**src/rtl/key_pulse_gen_if.sv**
```systemverilog
// ----------------------------------------------------------------------------
// key_pulse_gen_if
//   Signal bundle between the raw stopwatch push-buttons and key_pulse_gen.
//
//   key_ps_n    : raw pause/start button, active-low, asynchronous
//   key_rst_n   : raw clear button, active-low, asynchronous
//   key_ps_en   : one-cycle pause/start enable pulse
//   key_rst_en  : one-cycle clear enable pulse
//   key_ps_held : level, pause/start key is in a debounced-pressed state
//
//   master : button / counter side (drives keys, receives pulses)
//   slave  : key_pulse_gen side
// ----------------------------------------------------------------------------
interface key_pulse_gen_if;
    logic key_ps_n;
    logic key_rst_n;
    logic key_ps_en;
    logic key_rst_en;
    logic key_ps_held;

    modport master (
        output key_ps_n,
        output key_rst_n,
        input  key_ps_en,
        input  key_rst_en,
        input  key_ps_held
    );

    modport slave (
        input  key_ps_n,
        input  key_rst_n,
        output key_ps_en,
        output key_rst_en,
        output key_ps_held
    );
endinterface

```
**src/rtl/key_pulse_gen.sv**
```systemverilog
// ----------------------------------------------------------------------------
// key_pulse_gen
//   Turns the two bouncy active-low stopwatch buttons into clean one-cycle
//   enable pulses. Each key: 2-flop synchronizer, then an independent
//   IDLE / PRESS_DB / HELD / RELEASE_DB debounce FSM with its own counter.
//
//   Ports:
//     clk   : system clock (1 kHz), rising edge
//     rst_n : asynchronous active-low reset
//     bus   : key_pulse_gen_if.slave (key_ps_n, key_rst_n in;
//             key_ps_en, key_rst_en, key_ps_held out)
//
//   Optional feature macro: KEY_LONGPRESS_EN
//     Defined   : holding pause/start for LONG_CNT cycles also issues one
//                 key_rst_en pulse per press.
//     Undefined : no long-press behaviour.
// ----------------------------------------------------------------------------
module key_pulse_gen #(
    parameter int DEBOUNCE_CNT = 20,
    parameter int LONG_CNT     = 2000,
    parameter int CNT_W        = 12
) (
    input  logic            clk,
    input  logic            rst_n,
    key_pulse_gen_if.slave  bus
);

    localparam logic [1:0] S_IDLE       = 2'd0;
    localparam logic [1:0] S_PRESS_DB   = 2'd1;
    localparam logic [1:0] S_HELD       = 2'd2;
    localparam logic [1:0] S_RELEASE_DB = 2'd3;

    localparam logic [CNT_W-1:0] DB_LAST = CNT_W'(DEBOUNCE_CNT - 1);
    localparam logic [CNT_W-1:0] DB_PRE  = CNT_W'(DEBOUNCE_CNT - 2);
    // One saturation bound serves both debounce and long-press counting;
    // debounce counts never get near it.
    localparam logic [CNT_W-1:0] CNT_SAT = CNT_W'(LONG_CNT);

    // Index 0 = pause/start key, index 1 = clear key.
    logic [1:0]            r_sync1;
    logic [1:0]            r_sync2;
    logic [1:0][1:0]       r_state;
    logic [1:0][CNT_W-1:0] r_cnt;
    logic                  r_ps_en;
    logic                  r_rst_en;

    logic [1:0][1:0]       w_state_nxt;
    logic [1:0][CNT_W-1:0] w_cnt_nxt;
    logic [1:0][CNT_W-1:0] w_cnt_inc;
    logic [1:0]            w_accept;
    logic                  w_long_fire;

    always_comb begin
        for (int unsigned k = 0; k < 2; k++) begin
            w_state_nxt[k] = r_state[k];
            w_cnt_nxt[k]   = r_cnt[k];
            w_cnt_inc[k]   = (r_cnt[k] < CNT_SAT) ? r_cnt[k] + 1'b1 : r_cnt[k];
            // Look ahead through s1 (the next s2 value) so the registered
            // pulse appears in the last PRESS_DB cycle, exactly when the
            // PRESS_DB -> HELD transition is guaranteed on the next edge.
            w_accept[k]    = (r_state[k] == S_PRESS_DB) && !r_sync2[k] &&
                             !r_sync1[k] && (r_cnt[k] == DB_PRE);
            case (r_state[k])
                S_IDLE: begin
                    if (!r_sync2[k]) begin
                        w_state_nxt[k] = S_PRESS_DB;
                        w_cnt_nxt[k]   = '0;
                    end
                end
                S_PRESS_DB: begin
                    if (r_sync2[k]) begin
                        w_state_nxt[k] = S_IDLE;
                    end else if (r_cnt[k] == DB_LAST) begin
                        w_state_nxt[k] = S_HELD;
                        w_cnt_nxt[k]   = '0;
                    end else begin
                        w_cnt_nxt[k]   = w_cnt_inc[k];
                    end
                end
                S_HELD: begin
                    if (r_sync2[k]) begin
                        w_state_nxt[k] = S_RELEASE_DB;
                        w_cnt_nxt[k]   = '0;
                    end
                end
                S_RELEASE_DB: begin
                    if (!r_sync2[k]) begin
                        w_state_nxt[k] = S_HELD;
                        w_cnt_nxt[k]   = '0;
                    end else if (r_cnt[k] == DB_LAST) begin
                        w_state_nxt[k] = S_IDLE;
                    end else begin
                        w_cnt_nxt[k]   = w_cnt_inc[k];
                    end
                end
                default: begin
                    w_state_nxt[k] = S_IDLE;
                    w_cnt_nxt[k]   = '0;
                end
            endcase
        end
`ifdef KEY_LONGPRESS_EN
        // Pause/start keeps counting held cycles for the long-press clear.
        if ((r_state[0] == S_HELD) && !r_sync2[0]) begin
            w_cnt_nxt[0] = w_cnt_inc[0];
        end
`endif
    end

`ifdef KEY_LONGPRESS_EN
    localparam logic [CNT_W-1:0] LONG_PRE = CNT_W'(LONG_CNT - 2);

    logic r_long_armed;

    // Fires on the edge where the held count reaches LONG_CNT-1.
    assign w_long_fire = r_long_armed && (r_state[0] == S_HELD) &&
                         !r_sync2[0] && (r_cnt[0] == LONG_PRE);

    always_ff @(posedge clk or negedge rst_n) begin
        if (!rst_n) begin
            r_long_armed <= 1'b1;
        end else if (r_state[0] == S_IDLE) begin
            r_long_armed <= 1'b1;
        end else if (w_long_fire) begin
            r_long_armed <= 1'b0;
        end
    end
`else
    assign w_long_fire = 1'b0;
`endif

    always_ff @(posedge clk or negedge rst_n) begin
        if (!rst_n) begin
            r_sync1  <= '1;
            r_sync2  <= '1;
            r_state  <= {S_IDLE, S_IDLE};
            r_cnt    <= '0;
            r_ps_en  <= 1'b0;
            r_rst_en <= 1'b0;
        end else begin
            r_sync1  <= {bus.key_rst_n, bus.key_ps_n};
            r_sync2  <= r_sync1;
            r_state  <= w_state_nxt;
            r_cnt    <= w_cnt_nxt;
            r_ps_en  <= w_accept[0];
            r_rst_en <= w_accept[1] | w_long_fire;
        end
    end

    assign bus.key_ps_en   = r_ps_en;
    assign bus.key_rst_en  = r_rst_en;
    assign bus.key_ps_held = (r_state[0] == S_HELD) || (r_state[0] == S_RELEASE_DB);

endmodule

```
**src/flat_wrapper.sv**
```systemverilog
// flat-port wrapper written by rule: the top's interface ports become plain ports
module key_pulse_gen_flat 
#(
    parameter int DEBOUNCE_CNT = 20,
    parameter int LONG_CNT     = 2000,
    parameter int CNT_W        = 12
)
  (clk, rst_n, bus_key_ps_n, bus_key_rst_n, bus_key_ps_en, bus_key_rst_en, bus_key_ps_held);
  key_pulse_gen_if bus_i ();
  input  logic clk;
  input  logic rst_n;
  input wire logic [$bits(bus_i.key_ps_n)-1:0] bus_key_ps_n;
  input wire logic [$bits(bus_i.key_rst_n)-1:0] bus_key_rst_n;
  output wire logic [$bits(bus_i.key_ps_en)-1:0] bus_key_ps_en;
  output wire logic [$bits(bus_i.key_rst_en)-1:0] bus_key_rst_en;
  output wire logic [$bits(bus_i.key_ps_held)-1:0] bus_key_ps_held;
  assign bus_i.key_ps_n = bus_key_ps_n;
  assign bus_i.key_rst_n = bus_key_rst_n;
  assign bus_key_ps_en = bus_i.key_ps_en;
  assign bus_key_rst_en = bus_i.key_rst_en;
  assign bus_key_ps_held = bus_i.key_ps_held;
  key_pulse_gen #(.DEBOUNCE_CNT(DEBOUNCE_CNT), .LONG_CNT(LONG_CNT), .CNT_W(CNT_W)) u_core (.clk(clk), .rst_n(rst_n), .bus(bus_i));
endmodule
```
**config.mk**
```make
export PLATFORM = sky130hd
export DESIGN_NAME = key_pulse_gen_flat
export DESIGN_NICKNAME = d
export VERILOG_FILES = /design/src/rtl/key_pulse_gen_if.sv /design/src/rtl/key_pulse_gen.sv /design/src/flat_wrapper.sv
export SDC_FILE = /design/constraint.sdc
export NUM_CORES = 1
export LEC_CHECK = 0
export BUFFER_PORTS_ARGS = -buffer_cell sky130_fd_sc_hd__buf_2
export CAP_MARGIN = 5
export CORE_AREA = 2 2 85 87
export DETAILED_ROUTE_END_ITERATION = 8
export DIE_AREA = 0 0 87 89
export HOLD_SLACK_MARGIN = 0.15
export PLACE_DENSITY_LB_ADDON = 0.05
export SLEW_MARGIN = 20
export SYNTH_ARGS = -nofsm -noshare
export SYNTH_HDL_FRONTEND = slang
export SYNTH_SLANG_ARGS = --single-unit
```
**constraint.sdc**
```tcl
create_clock -name clk -period 1.82 [get_ports clk]
set_clock_uncertainty 0.2 [all_clocks]
set_input_delay 0.091 -clock clk [delete_from_list [all_inputs] [get_ports clk]]
set_output_delay 0.091 -clock clk [all_outputs]
set_load 0.02 [all_outputs]
```
==> results.sh, run 1 <==
export IMPL_status="finished with violations"
export IMPL_violations="setup timing"
export IMPL_busiest_layer="met2"
export IMPL_cts_sinks=34
export IMPL_ys_flop_type="dfrtp_1"
export IMPL_p_per_area_nw_per_um2=712
export IMPL_power_leakage_nw=1.41
export IMPL_grt_usage_pct=16.4
export IMPL_die_width_um=87
export IMPL_avgRoutedWirePerCell_um=15.3
export IMPL_htreeDepth=2
export IMPL_fin_hold_ws_ps=168
export IMPL_crit_buf_inv=1
export IMPL_critical_path_max_fanout=4
export IMPL_first_global_vias=1962
export IMPL_diodes=0
export IMPL_crit_chain="nor4b_4 -> nand4_1 -> buf_4 -> a311o_1 -> a211o_1"
export IMPL_cts_tree="yes"
export IMPL_hp_class="in -> async"
export IMPL_dr_pass1_iters=4
export IMPL_rsz0062_at_grt="true"
export IMPL_grtUsageMet2_pct=25.3
export IMPL_syn2layout_area_growth_pct=56.9
export IMPL_grt_ovfl_total=0
export IMPL_fin_cells=392
export IMPL_synth_cells=213
export IMPL_antenna_found_initial=0
export IMPL_crit_family="compound AO/OA/AOI/OAI gates"
export IMPL_fillers=644
export IMPL_syn_area_per_cell_um2=9.45
export IMPL_final_setup_tns_ps=-2670
export IMPL_final_hold_viol_count=0
export IMPL_slowest_stage="dfrtp_1"
export IMPL_finalMaxSlewViolations=0
export IMPL_clkLatencyLatePin_ps=290
export IMPL_grt_util_met1_pct=23.2
export IMPL_syn_nets=221
export IMPL_drc=0
export IMPL_placed_area_um2=2670
export IMPL_vias=2012
export IMPL_gp_congestion=0.854
export IMPL_path_class="reg -> reg"
export IMPL_slew_headroom_pct=69.1
export IMPL_core_um2=6720
export IMPL_port_buffers=6
export IMPL_fin_crit_ps=2020
export IMPL_root_buffer="clkbuf_8"
export IMPL_ys_types=54
export IMPL_routed_wirelength_mm=5.99
export IMPL_fin_crit_sh_pct=111
export IMPL_async_flop_share_pct=100
export IMPL_dieArea_um2=7740
export IMPL_layout_drive_gt1_share_pct=49.7
export IMPL_syn_area_um2=2010
export IMPL_synth_edf_count=0
export IMPL_ys_seq_elements=34
export IMPL_crit_arrival_ps=2000
export IMPL_grt_max_degree=35
export IMPL_final_common_cell="buf_4"
export IMPL_dpl_cell_count=365
export IMPL_worst_ir_drop_vdd_mv=0.605
export IMPL_max_stage_delay_ps=430
export IMPL_grt_use_met3_pct=3.05
export IMPL_start_util_pct=30.0
export IMPL_ios=7
export IMPL_layout_nets=320
export IMPL_hpwl_mm=4.27
export IMPL_rrSetupSlack_ps=-200
export IMPL_clkSlewWorstSetupHoldPaths_ps=70
export IMPL_worst_pin_slew_ps=464
export IMPL_ys_seq_area_share_pct=42.5
export IMPL_yosys_warnings=0
export IMPL_fp_dieH_um=89
export IMPL_fin_area_um2=3160
export IMPL_setup_ws_ps=-198
export IMPL_numCtsBuffers=5
export IMPL_fmax_mhz=496
export IMPL_detail_route_iter0_violations=109
export IMPL_cap_violations=0
export IMPL_rows=30
export IMPL_endpoint_kind="flop"
export IMPL_cts_buffer_depth=2
export IMPL_finalSetupViolations=22
export IMPL_crit_path_start_kind="flop"
export IMPL_avgViaCountPerCell=5.13
export IMPL_required_ps=1800
export IMPL_layout_common_cells="buf_4, dfrtp_1, nand2_1"
export IMPL_ant_nets=0
export IMPL_grt_first_pass_wirelength_mm=9.74
==> path summary, 6_finish.rpt <==
kind / startpoint / endpoint / cells past startpoint
setup / recovery: u_core.r_cnt[2] / u_core.r_cnt[7] / 5
hold / removal: rst_n / asynchronous set/reset pin / 3
setup reg to reg: u_core.r_cnt[2] / u_core.r_cnt[7] / 5
hold reg to reg: u_core.r_sync1[1] / u_core.r_sync2[1] / 0
max in group asynchronous: rst_n / u_core.r_sync1[1] / 3
min in group clk: u_core.r_sync1[1] / u_core.r_sync2[1] / 0
==> sequential cells by signal (all words and copies together) (netlist names), named ones only <==
register	flops
u_core.bus.key_ps_en	1
u_core.r_cnt	24
u_core.r_sync1	2
u_core.r_state	2
u_core.r_sync2	2
u_core.bus.key_rst_en	1
==> per-stage QoR <==
stage | utilization [%] | power, mW | worst slack, ps
3_5_place_dp | 39.8 | 1.52 | -245
6_report | 47.0 | 2.25 | -198
3_3_place_gp | 39.8 | 1.51 | -247
5_1_grt | 47.0 | 2.39 | -328
4_1_cts | 44.2 | 2.21 | -175
2_1_floorplan | - | 1.22 | -83.2
==> power breakdown <==
group          leakage [nW]  switching, mW  internal [mW]  total, mW
clock network        0.0443          0.289          0.301      0.590
registers             0.443         0.0743          0.831      0.905
logic                 0.921          0.352          0.402      0.755
total                  1.41          0.716           1.53       2.25
==> cell type report <==
type / instances / area (um^2) / share of cell area (%)
multi-input cells: 160 / 1280 / 40.6
repair buffers: 101 / 796 / 25.2
well taps: 80 / 100 / 3.17
clock buffers: 7 / 86.3 / 2.73
inverters: 10 / 37.5 / 1.19
flip-flops and latches: 34 / 858 / 27.2
==> logic make-up (layout without fill, tap and decap cells) <==
logic type / count (synthesis) / after routing / share of synthesized area (%)
flops: 34 / 34 / 42.5
buf+inv: 19 / 118 / 4.79
xor+xnor: 7 / 7 / 3.05
simple gates: 98 / 98 / 29.1
fa+ha+maj: 4 / 4 / 2.49
compound gates: 48 / 48 / 16.5
mux: 3 / 3 / 1.55
==> tightest hold or removal path, stage by stage <==
cell	delay [ps]
dlygate4sd3_1	520
buf_2	90
buf_4	390
==> per-layer routing <==
metal,share of wire (%),up-vias
met2,46,53
met3,4.1,12
met4,1.9,0
met1,48,967
met5,0,-
li1,-,980
==> timing repair <==
| item | in CTS | in global routing |
|---|---|---|
| setup buffers | 11 | 10 |
| endpoints found under the hold margin | 36 | 0 |
| pin swaps | 28 | 20 |
| endpoints found under the setup margin | 23 | 25 |
| resized for setup | 28 | 32 |
| hold buffers | 3 | 0 |
==> synthesized netlist by cell type, drive strengths merged, types with 5 or more instances <==
cell / instances / area [um^2]
a21oi: 13 / 76.3
buf: 8 / 55.1
dfrtp: 30 / 751
inv: 10 / 37.5
nand2: 17 / 63.8
nand3: 14 / 70.1
nand4: 9 / 56.3
nor2: 15 / 56.3
nor4: 6 / 58.8
o21ai: 12 / 63.8
or3: 6 / 37.5
xor2: 5 / 43.8
Power figures use the tool's default switching activity.
==> run 2, diff against run 1 <==
--- a/config.mk
+++ b/config.mk
@@ -5,11 +5,12 @@
 export SDC_FILE = /design/constraint.sdc
 export NUM_CORES = 1
 export LEC_CHECK = 0
-export BUFFER_PORTS_ARGS = -buffer_cell sky130_fd_sc_hd__buf_2
 export CAP_MARGIN = 5
 export CORE_AREA = 2 2 85 87
 export DETAILED_ROUTE_END_ITERATION = 8
 export DIE_AREA = 0 0 87 89
+export DONT_BUFFER_PORTS = 1
+export GPL_TIMING_DRIVEN = 0
 export HOLD_SLACK_MARGIN = 0.15
 export PLACE_DENSITY_LB_ADDON = 0.05
 export SLEW_MARGIN = 20
==> run 2 against run 1 <==
Against the previous run: the flow still finishes with violations (setup timing); first-iteration DRC count shrank 0.92%; clock power is essentially flat; critical path depth is the same.
==> results.sh, run 2 (same netlist as run 1, synthesis figures left out) <==
export IMPL_fin_area_um2=2860
export IMPL_dp_slack_ps=-339
export IMPL_crit_buf_inv=0
export IMPL_required_ps=1790
export IMPL_final_setup_tns_ps=-2530
export IMPL_hpwl_mm=3.24
export IMPL_clkSlewWorstSetupHoldPaths_ps=70
export IMPL_violations="setup timing"
export IMPL_fin_crit_ps=2040
export IMPL_power_leakage_nw=1.15
export IMPL_critical_path_max_fanout=3
export IMPL_endpoint_kind="flop"
export IMPL_slowest_stage="dfrtp_2"
export IMPL_numCtsBuffers=5
export IMPL_finalSetupViolations=24
export IMPL_largest_register_ffs=24
export IMPL_layout_drive_gt1_share_pct=44.5
export IMPL_clkLatencyLatePin_ps=280
export IMPL_crit_path_start_kind="flop"
export IMPL_fin_cells=343
export IMPL_gp_congestion=0.771
export IMPL_final_hold_viol_count=0
export IMPL_cap_violations=0
export IMPL_port_buffers=0
export IMPL_syn2layout_area_growth_pct=42.1
export IMPL_layout_common_cells="buf_4, nand2_1, dfrtp_1"
export IMPL_drc=0
export IMPL_dpl_cell_count=293
export IMPL_core_um2=6720
export IMPL_grt_ovfl_total=0
export IMPL_status="finished with violations"
export IMPL_diodes=0
export IMPL_cts_buffer_depth=2
export IMPL_crit_chain="nor4_4 -> nand4_1 -> a31oi_2 -> and2b_1 -> mux2_4"
export IMPL_grt_first_pass_wirelength_mm=8.34
export IMPL_placed_area_um2=2140
export IMPL_fmax_mhz=491
export IMPL_ios=7
export IMPL_p_per_area_nw_per_um2=740
export IMPL_cts_tree="yes"
export IMPL_finalMaxSlewViolations=0
export IMPL_final_util_pct=42.6
export IMPL_rows=30
export IMPL_root_buffer="clkbuf_8"
export IMPL_cts_sinks=34
export IMPL_worst_ir_drop_vdd_mv=0.278
export IMPL_vias=1804
export IMPL_dieArea_um2=7740
export IMPL_final_common_cell="buf_4"
export IMPL_ant_nets=0
export IMPL_max_stage_delay_ps=440
export IMPL_avgRoutedWirePerCell_um=15.1
export IMPL_rsz0062_at_grt="true"
export IMPL_slew_headroom_pct=74.6
export IMPL_setup_ws_ps=-216
export IMPL_fp_dieH_um=89
export IMPL_total_power_mw=2.12
export IMPL_first_global_vias=1694
export IMPL_dr_pass1_iters=4
export IMPL_path_class="reg -> reg"
export IMPL_layout_nets=270
export IMPL_fin_hold_ws_ps=169
export IMPL_antenna_found_initial=0
export IMPL_start_util_pct=30.0
export IMPL_grt_usage_pct=13.8
export IMPL_worst_pin_slew_ps=378
export IMPL_crit_family="simple AND/OR/NAND/NOR gates"
export IMPL_fin_crit_sh_pct=112
export IMPL_hp_class="reg -> reg"
export IMPL_fillers=655
export IMPL_htreeDepth=2
export IMPL_routed_wirelength_mm=5.18
export IMPL_detail_route_iter0_violations=108
export IMPL_die_width_um=87
export IMPL_avgViaCountPerCell=5.26
export IMPL_grt_max_degree=35
export IMPL_largest_register="u_core.r_cnt"
export IMPL_crit_arrival_ps=2010
==> run 2: power by group <==
| group | leakage, nW | internal [mW] | switching [mW] |
|---|---|---|---|
| sequential | 0.424 | 0.834 | 0.0926 |
| clock | 0.0482 | 0.305 | 0.282 |
| combinational | 0.673 | 0.301 | 0.300 |
| total | 1.15 | 1.44 | 0.675 |
==> run 2: final timing paths <==
check                                              to  slack, ps  depth (start not counted)         startpoint
min in group asynchronous  asynchronous set/reset pin        590                          3              rst_n
max in group asynchronous           u_core.r_sync1[1]        580                          3              rst_n
setup / recovery                     u_core.r_cnt[17]       -220                          5   u_core.r_cnt[20]
hold reg to reg                     u_core.r_sync2[1]        170                          0  u_core.r_sync1[1]
hold / removal                      u_core.r_sync2[1]        170                          0  u_core.r_sync1[1]
setup reg to reg                     u_core.r_cnt[17]       -220                          5   u_core.r_cnt[20]
==> run 2: layer usage <==
metal | track usage, % | wire [um] | part of all wire [%]
met4 | 5.11 | 74 | 1.4
met3 | 2.22 | 184 | 3.6
met1 | 20.2 | 2600 | 50
met2 | 20.5 | 2320 | 45
met5 | 0 | 0 | 0
==> run 2: what timing repair did <==
item	in CTS	in global routing
hold endpoints to repair	36	0
endpoints found under the setup margin	24	25
hold buffers	7	0
setup buffers	27	12
resized for setup	46	32
pin swaps	25	30
==> run 2: worst reg2reg max path, cell delays in order (launching register included) <==
cell and delay (ps):
dfrtp_2 440, nor4_4 350, nand4_1 190, a31oi_2 280, and2b_1 220, mux2_4 250
==> run 2: cell type report <==
| class | count | area, um^2 | share of cell area, % |
|---|---|---|---|
| Multi-Input combinational cell | 160 | 1320 | 46.2 |
| Sequential cell | 34 | 873 | 30.5 |
| Timing Repair Buffer | 45 | 388 | 13.6 |
| Tap cell | 80 | 100 | 3.50 |
| Clock buffer | 7 | 86.3 | 3.02 |
| Buffer | 6 | 47.5 | 1.66 |
| Inverter | 10 | 37.5 | 1.31 |
| Clock inverter | 1 | 5.00 | 0.175 |
==> run 3, diff against run 2 <==
--- a/config.mk
+++ b/config.mk
@@ -6,9 +6,9 @@
 export NUM_CORES = 1
 export LEC_CHECK = 0
 export CAP_MARGIN = 5
-export CORE_AREA = 2 2 85 87
+export CORE_AREA = 4 4 87 89
 export DETAILED_ROUTE_END_ITERATION = 8
-export DIE_AREA = 0 0 87 89
+export DIE_AREA = 0 0 91 93
 export DONT_BUFFER_PORTS = 1
 export GPL_TIMING_DRIVEN = 0
 export HOLD_SLACK_MARGIN = 0.15
==> run 3 against run 2 <==
Against the previous run: the run still ends with setup timing left; register-to-register slack about the same; design area increased by 5.9%; critical path depth unchanged; worst setup slack got worse by 4.2 ps; non-clock buffer count increased by 8; sequential power decreased by 0.9%; global-route usage decreased by 0.80 points; cell count increased by 2.3%; count of clock-buffer cells in the layout decreased by 2; via count increased by 2.5%; first-iteration DRC count decreased by 24%; critical endpoint unchanged; highest routed layer unchanged.
==> results.sh, run 3 (same netlist as run 1, synthesis figures left out) <==
export IMPL_largest_register_ffs=24
export IMPL_grt_usage_pct=13.0
export IMPL_routed_wirelength_mm=5.52
export IMPL_clkLatencyLatePin_ps=290
export IMPL_total_power_mw=2.35
export IMPL_grt_max_degree=35
export IMPL_p_per_area_nw_per_um2=776
export IMPL_final_common_cell="buf_4"
export IMPL_setup_ws_ps=-220
export IMPL_status="finished with violations"
export IMPL_ant_nets=0
export IMPL_diodes=0
export IMPL_cap_violations=0
export IMPL_first_global_vias=1862
export IMPL_finalMaxSlewViolations=0
export IMPL_layout_common_cells="buf_4, dfrtp_1, nand2_1"
export IMPL_pwr_share_seq_pct=39.1
export IMPL_vias=1850
export IMPL_grt_first_pass_wirelength_mm=8.89
export IMPL_clkPwrFrac_pct=30.3
export IMPL_fp_dieH_um=93
export IMPL_core_um2=6760
export IMPL_crit_path_start_kind="flop"
export IMPL_hpwl_mm=3.36
export IMPL_worst_pin_slew_ps=353
export IMPL_cts_buffer_depth=2
export IMPL_p_switching_mw=0.747
export IMPL_violations="setup timing"
export IMPL_cts_sinks=34
export IMPL_endpoint_kind="flop"
export IMPL_critical_path_max_fanout=7
export IMPL_gp_congestion=0.813
export IMPL_antenna_found_initial=0
export IMPL_power_leakage_nw=1.20
export IMPL_dr_pass1_iters=4
export IMPL_largest_register="u_core.r_cnt"
export IMPL_clkSlewWorstSetupHoldPaths_ps=80
export IMPL_path_class="reg -> reg"
export IMPL_combPwrFrac_pct=30.6
export IMPL_start_util_pct=29.8
export IMPL_dieArea_um2=8460
export IMPL_fin_crit_sh_pct=112
export IMPL_ios=7
export IMPL_fin_hold_ws_ps=168
export IMPL_required_ps=1800
export IMPL_grt_ovfl_total=0
export IMPL_detail_route_iter0_violations=82
export IMPL_slew_headroom_pct=76.5
export IMPL_worst_ir_drop_vdd_mv=0.313
export IMPL_syn2layout_area_growth_pct=50.4
export IMPL_avgViaCountPerCell=5.27
export IMPL_layout_drive_gt1_share_pct=49.4
export IMPL_drc=0
export IMPL_finalSetupViolations=21
export IMPL_fin_crit_ps=2040
export IMPL_hp_class="reg -> reg"
export IMPL_fmax_mhz=490
export IMPL_htreeDepth=2
export IMPL_avgRoutedWirePerCell_um=15.7
export IMPL_layout_nets=278
export IMPL_die_width_um=91
export IMPL_cts_tree="yes"
export IMPL_crit_arrival_ps=2020
export IMPL_rsz0062_at_grt="true"
export IMPL_rrSetupSlack_ps=-220
export IMPL_switching_share_pct=31.8
export IMPL_root_buffer="clkbuf_8"
export IMPL_rows=30
export IMPL_intPower_mw=1.60
export IMPL_numCtsBuffers=5
export IMPL_port_buffers=0
export IMPL_final_hold_viol_count=0
-- run 3: cell types whose count changed in the layout (fill, tap and decap cells not counted), sizes merged --
| cell | delta |
|---|---|
| clkinvlp | +2 |
| clkinv | -1 |
| buf | +7 |
| bufinv | +1 |
| clkbuf | -1 |
-- run 3: final timing paths --
path | startpoint | to | cells after the start
worst max register to register | u_core.r_cnt[21] | u_core.r_cnt[17] | 5
max in group asynchronous | rst_n | u_core.r_sync2[1] | 3
worst min register to register | u_core.r_sync1[0] | u_core.r_sync2[0] | 0
worst max-delay path | u_core.r_cnt[21] | u_core.r_cnt[17] | 5
worst min-delay path | u_core.r_sync1[0] | u_core.r_sync2[0] | 0
min in group asynchronous | rst_n | u_core.r_cnt[18] | 3
-- run 3: stage by stage --
| stage | cells | utilization (%) | setup slack [ps] | setup TNS, ps | cell area, um^2 |
|---|---|---|---|---|---|
| after floorplan | 213 | - | -83.2 | -210 | 2040 |
| after global placement | 293 | 31.7 | -385 | -4800 | 2140 |
| after detailed placement | 293 | 31.7 | -370 | -4820 | 2140 |
| after CTS | 344 | 41.8 | -204 | -2080 | 2830 |
| after global routing | 351 | 44.8 | -323 | -4030 | 3030 |
| final | 351 | 44.8 | -220 | -2220 | 3030 |
-- run 3: final cells by class --
class | count | area (um^2)
clock buffer | 5 | 68.8
inverter | 10 | 37.5
fill | 640 | 3730
tap | 80 | 100
multi-input combinational | 160 | 1400
buffer | 6 | 50.0
sequential | 34 | 871
timing repair buffer | 53 | 459
clock inverter | 3 | 45.0
-- run 3: power groups by stage --
stage | logic, mW | clock network (mW) | registers (mW)
2_1_floorplan | 0.313 | 0 | 0.910
3_3_place_gp | 0.382 | 0 | 0.930
3_5_place_dp | 0.383 | 0 | 0.933
4_1_cts | 0.639 | 0.735 | 0.902
5_1_grt | 0.788 | 0.769 | 0.926
6_report | 0.719 | 0.712 | 0.918
-- run 3: per-layer routing --
layer / vias up / wire, um / track usage (%) / part of all wire, %
li1: 900 / - / - / -
met1: 929 / 2550 / 16.3 / 46
met2: 17 / 2800 / 21.8 / 51
met3: 4 / 112 / 2.74 / 2.0
met4: 0 / 63 / 5.28 / 1.1
met5: - / 0 / 0 / 0
-- run 3: timing repair --
action                                  4_1_cts  5_1_grt
hold endpoints to repair                     36        0
gates cloned                                  0        0
setup buffers                                37       11
hold buffers                                  7        0
endpoints found under the setup margin       24       25
pin swaps                                    35       16
gates resized for setup                      63       31
-- run 3: critical path, stage by stage (launching register included) --
cell     delay [ps]
dfrtp_1         480
nor4b_4         340
nand4_1         220
a31oi_4         250
and2b_1         200
mux2_4          250
